**src/rtl/lcd_pkg.sv**
```systemverilog
// rtl/lcd_pkg.sv - shared states, init ROM and timing defaults for the LCD write scheduler
package lcd_pkg;

   typedef enum logic [2:0] {
      ST_PWRUP,
      ST_INIT_ISSUE,
      ST_SETUP,
      ST_EN_HI,
      ST_HOLD,
      ST_WAIT,
      ST_IDLE
   } lcd_state_e;

   localparam int CNT_W = 21;

   localparam logic [7:0] LCD_FUNC_8BIT_2L = 8'h38;
   localparam logic [7:0] LCD_DISP_ON      = 8'h0C;
   localparam logic [7:0] LCD_CLEAR        = 8'h01;
   localparam logic [7:0] LCD_ENTRY_INC    = 8'h06;
   localparam int         INIT_LEN         = 4;

   localparam int DEF_EN_HIGH_CYC    = 25;
   localparam int DEF_CMD_WAIT_CYC   = 2500;
   localparam int DEF_CLR_WAIT_CYC   = 100000;
   localparam int DEF_PWRUP_WAIT_CYC = 1000000;

   function automatic logic [7:0] init_rom(input logic [1:0] idx);
      case (idx)
         2'd0:    init_rom = LCD_FUNC_8BIT_2L;
         2'd1:    init_rom = LCD_DISP_ON;
         2'd2:    init_rom = LCD_CLEAR;
         default: init_rom = LCD_ENTRY_INC;
      endcase
   endfunction

endpackage

```
**src/rtl/lcd_rr_arbiter.sv**
```systemverilog
// rtl/lcd_rr_arbiter.sv - two-requester round-robin grant with its rr_last register
module lcd_rr_arbiter (
   input  logic       clk,
   input  logic       rst_n,
   input  logic       en,
   input  logic [1:0] valid,
   output logic [1:0] ready,
   output logic       grant
);

   logic rr_last;

   always_comb begin
      grant = 1'b0;
      case (valid)
         2'b01:   grant = 1'b0;
         2'b10:   grant = 1'b1;
         2'b11:   grant = ~rr_last;
         default: grant = 1'b0;
      endcase
      ready = 2'b00;
      if (en && (valid != 2'b00))
         ready = grant ? 2'b10 : 2'b01;
   end

   // Reset to 1 so requester 0 wins the first contention.
   always_ff @(posedge clk or negedge rst_n) begin
      if (!rst_n)
         rr_last <= 1'b1;
      else if (|(valid & ready))
         rr_last <= grant;
   end

endmodule

```
**src/rtl/lcd_write_scheduler.sv**
```systemverilog
// rtl/lcd_write_scheduler.sv - HD44780 init sequencer and shared write scheduler for two requesters
module lcd_write_scheduler
   import lcd_pkg::*;
#(
   parameter int EN_HIGH_CYC    = DEF_EN_HIGH_CYC,
   parameter int CMD_WAIT_CYC   = DEF_CMD_WAIT_CYC,
   parameter int CLR_WAIT_CYC   = DEF_CLR_WAIT_CYC,
   parameter int PWRUP_WAIT_CYC = DEF_PWRUP_WAIT_CYC
) (
   input  logic       iCLK,
   input  logic       iRST_N,
   input  logic       req0_valid,
   input  logic       req0_rs,
   input  logic [7:0] req0_data,
   output logic       req0_ready,
   input  logic       req1_valid,
   input  logic       req1_rs,
   input  logic [7:0] req1_data,
   output logic       req1_ready,
   output logic [7:0] LCD_DATA,
   output logic       LCD_RS,
   output logic       LCD_EN,
   output logic       LCD_RW,
   output logic       init_done,
   output logic       busy
);

   localparam logic [CNT_W-1:0] EN_LAST    = CNT_W'(EN_HIGH_CYC - 1);
   localparam logic [CNT_W-1:0] CMD_LAST   = CNT_W'(CMD_WAIT_CYC - 1);
   localparam logic [CNT_W-1:0] CLR_LAST   = CNT_W'(CLR_WAIT_CYC - 1);
   localparam logic [CNT_W-1:0] PWRUP_LAST = CNT_W'(PWRUP_WAIT_CYC - 1);

   lcd_state_e       state, state_d;
   logic [CNT_W-1:0] cnt, cnt_d;
   logic [1:0]       init_idx, init_idx_d;
   logic             init_done_d;
   logic             rs_q, rs_d;
   logic [7:0]       data_q, data_d;
   logic [1:0]       ready;
   logic             grant;
   logic             xfer;
   logic             clr_wait;

   lcd_rr_arbiter u_arb (
      .clk   (iCLK),
      .rst_n (iRST_N),
      .en    ((state == ST_IDLE) && init_done),
      .valid ({req1_valid, req0_valid}),
      .ready (ready),
      .grant (grant)
   );

   assign req0_ready = ready[0];
   assign req1_ready = ready[1];
   assign xfer       = |(ready & {req1_valid, req0_valid});

   // Clear and home are the slow instructions; everything else gets the short wait.
   assign clr_wait = !rs_q && (data_q inside {8'h01, 8'h02, 8'h03});

   always_comb begin
      state_d     = state;
      cnt_d       = cnt + CNT_W'(1);
      init_idx_d  = init_idx;
      init_done_d = init_done;
      rs_d        = rs_q;
      data_d      = data_q;
      case (state)
         ST_PWRUP: begin
            if (cnt == PWRUP_LAST) begin
               state_d    = ST_INIT_ISSUE;
               init_idx_d = 2'd0;
            end
         end
         ST_INIT_ISSUE: begin
            rs_d    = 1'b0;
            data_d  = init_rom(init_idx);
            state_d = ST_SETUP;
         end
         ST_SETUP: state_d = ST_EN_HI;
         ST_EN_HI: begin
            if (cnt == EN_LAST)
               state_d = ST_HOLD;
         end
         ST_HOLD: state_d = ST_WAIT;
         ST_WAIT: begin
            if (cnt == (clr_wait ? CLR_LAST : CMD_LAST)) begin
               if (init_done) begin
                  state_d = ST_IDLE;
               end else if (init_idx == 2'(INIT_LEN - 1)) begin
                  init_done_d = 1'b1;
                  state_d     = ST_IDLE;
               end else begin
                  init_idx_d = init_idx + 2'd1;
                  state_d    = ST_INIT_ISSUE;
               end
            end
         end
         ST_IDLE: begin
            cnt_d = cnt;
            if (xfer) begin
               rs_d    = grant ? req1_rs : req0_rs;
               data_d  = grant ? req1_data : req0_data;
               state_d = ST_SETUP;
            end
         end
         default: state_d = ST_PWRUP;
      endcase
      if (state_d != state)
         cnt_d = '0;
   end

   always_ff @(posedge iCLK or negedge iRST_N) begin
      if (!iRST_N) begin
         state     <= ST_PWRUP;
         cnt       <= '0;
         init_idx  <= 2'd0;
         init_done <= 1'b0;
         rs_q      <= 1'b0;
         data_q    <= 8'h00;
      end else begin
         state     <= state_d;
         cnt       <= cnt_d;
         init_idx  <= init_idx_d;
         init_done <= init_done_d;
         rs_q      <= rs_d;
         data_q    <= data_d;
      end
   end

   assign LCD_EN   = (state == ST_EN_HI);
   assign LCD_RS   = rs_q;
   assign LCD_DATA = data_q;
   assign LCD_RW   = 1'b0;
   assign busy     = (state != ST_IDLE);

endmodule
```
**config.mk**
```make
export PLATFORM = sky130hd
export DESIGN_NAME = lcd_write_scheduler
export DESIGN_NICKNAME = d
export VERILOG_FILES = /design/src/rtl/lcd_pkg.sv /design/src/rtl/lcd_rr_arbiter.sv /design/src/rtl/lcd_write_scheduler.sv
export SDC_FILE = /design/constraint.sdc
export NUM_CORES = 1
export LEC_CHECK = 0
export CORE_UTILIZATION = 25
export DETAILED_ROUTE_END_ITERATION = 6
export HOLD_SLACK_MARGIN = 0.06
export PLACE_DENSITY_LB_ADDON = 0.05
export SYNTH_ARGS = -nofsm -noshare
export SYNTH_HDL_FRONTEND = slang
export SYNTH_SLANG_ARGS = --single-unit
```
**constraint.sdc**
```tcl
create_clock -name iCLK -period 2.5 [get_ports iCLK]
set_clock_uncertainty 0.15 [all_clocks]
set_input_delay 0.5 -clock iCLK [delete_from_list [all_inputs] [get_ports iCLK]]
set_output_delay 0.5 -clock iCLK [all_outputs]
set_load 0.02 [all_outputs]
```
==> out/qor.yml <==
outcome: "complete, but fails checks"
failed_checks: "design-rule violations"
coreArea_mm2: 0.008806
track_usage: 0.1450
totalWireLength_um: 6577
hold_class: "flop to flop"
layout_setup_ws_ps: 120.5
seq_area_frac_synth: 0.4029
fmax_mhz: 420.3
grt_pass1_wl_um: 10950
cts.sinks: 37
htree_num_levels: 2
synth.distinct_cells: 59
total_leakage_power_nw: 1.390
grt_max_degree: 21
antennaDiodeCount: 0
slew_violations: 0
cp.required_ps: 1850
io_pins: 37
drive_above_1_share: 0.1763
cp.arrival_ps: 1730
syn_nets: 277
portBuffers: 35
clockBufferDepth: 2
synthTopCellsByArea: "dfrtp_1 39%, xor2_1 6.1%, nor3_1 5.7%"
netlist.area_leader.share: 0.3915
fillers: 909
synthArstFlopShare: 1.000
clk_pin_slew_ps: 80
rows: 34
drv_cap: 0
rsz0062_at_grt: "no"
nets: 339
worstHoldStart: "LCD_DATA[5]$_DFFE_PN0P_"
syn-instance-count: 249
first_pass_iters: 6
placed_area_mm2: 0.003000
worstReg2RegEnd: "state[0]$_DFF_PN0_"
cellPowerDensity_mw_per_mm2: 391.2
wl_per_cell_um: 15.66
p_total_mw: 1.222
cp-end-kind: "primary output"
syn2layout_area_growth_pct: 35.78
gp_congestion: 0.7384
clock_latency_ps: 290
holdPathStages: 1
die_w_um: 97.94
synth_seq_cells: 37
dp_slack_ps: -119.4
synth_commonest_cells: "36 x dfrtp_1, 26 x nor3_1, 24 x nand2_1"
reg2reg_depth: 5
viasPerCell: 4.805
period_needed_ps: 2379
place.detailed.hpwl_um: 4978
timing.rr.start: "cnt[9]$_DFFE_PN0P_"
hold_ws_ps: 362.2
cp_max_fo: 8
worstSetupStartpointType: "flop"
cts_buffers: 5
setup_violations: 0
fin_area_mm2: 0.003124
synth_area_mm2: 0.002301
critical_path_class: "flop to primary output"
yosys_warnings: 0
grt_pass1_vias: 2107
synth_edf_count: 0
fin_util: 0.3548
syn_area_per_cell_um2: 9.241
peakVddDrop_mv: 0.1562
hold_viol_final: 0
grt-ovfl-total: 0
yosysTopAreaCell: "dfrtp_1"
die_y_um: 97.94
start_util: 0.2613
antenna_found_initial: 0
drc: 5
synthFlopType: "dfrtp_1"
post-route-period-util: 0.9518
ant_nets: 0
placed_cells: 411
hold_path_end: "LCD_DATA[5]$_DFFE_PN0P_"
dieArea_mm2: 0.009591
cts_root_buf: "clkbuf_8"
r2r_setup_slack_ps: 180
post-synth-top-count-cell: "dfrtp_1"
stdcell_count: 420
tns_ps: 0
cts_tree: "done"
num_vias: 2018
drtIter0Drc: 41
-- kinds of logic after synthesis --
group | count (synthesis) | synth area share
simple gates | 117 | 0.2893
flops | 37 | 0.4029
compound gates | 36 | 0.1093
buf+inv | 22 | 0.04241
xor+xnor | 20 | 0.07612
mux | 10 | 0.04568
fa+ha+maj | 6 | 0.03263
other cells | 1 | 0.001630
-- cell usage in the layout, fill, tap and decap left out, types with 7 or more instances in the layout --
master / count
xor2_1: 16
nor2_1: 15
mux2i_1: 8
dfrtp_1: 36
nand2_1: 24
buf_4: 32
a21oi_1: 7
nand3_1: 10
clkdlybuf4s50_1: 32
nor3_1: 25
-- worst max-delay path: stages (launching register included) --
cell and delay, ps:
dfrtp_1 380, buf_4 160, nor2b_1 130, and2_1 170, clkdlybuf4s50_1 600
-- state kept, by name, indices dropped and copies added (netlist names) --
signal	count
init_done	1
LCD_RS	1
state	3
LCD_DATA	8
init_idx	2
u_arb.rr_last	1
cnt	21
-- final cells by class --
cell class / count / area [µm²] / area share
clock buffers: 7 / 86.33 / 0.02763
clock inverters: 1 / 30.03 / 0.009612
inverters: 7 / 26.28 / 0.008410
multi-input cells: 190 / 1286 / 0.4117
flip-flops and latches: 37 / 927.1 / 0.2968
well taps: 108 / 135.1 / 0.04325
repair buffers: 70 / 633.1 / 0.2026
-- power by group --
group          total [mW]  leakage, nW  switching [mW]  internal [mW]
Sequential          0.598        0.493               0          0.598
Clock               0.555       0.0585           0.229          0.326
Combinational      0.0692        0.838          0.0279         0.0413
Total                1.22         1.39           0.257          0.965
-- per-layer routing --
layer  up-vias  global-route usage  part of all wire
met1       963              0.1855              0.47
met5         -                   0                 0
met4         0             0.03846            0.0055
met2        27              0.2503              0.48
met3         2             0.02649             0.037
li1       1026                   -                 -
-- repair_timing --
action                                 in CTS  in global routing
setup endpoints to repair                   2                  0
buffers inserted                            0                  0
endpoints found under the hold margin      16                  0
hold buffers                                1                  0
gates resized for setup                     2                  0
-- worst max path at each step --
stage	startpoint	to	slack (ps)	cells past startpoint
floorplan	state[2]$_DFF_PN0_	req0_ready	90	6
global placement	req1_valid	req1_ready	-80	4
detailed placement	req1_valid	req1_ready	-120	4
CTS	state[2]$_DFF_PN0_	LCD_EN	80	4
global route	state[2]$_DFF_PN0_	LCD_EN	20	4
finish	state[2]$_DFF_PN0_	LCD_EN	120	4
Power figures use the tool's default switching activity.
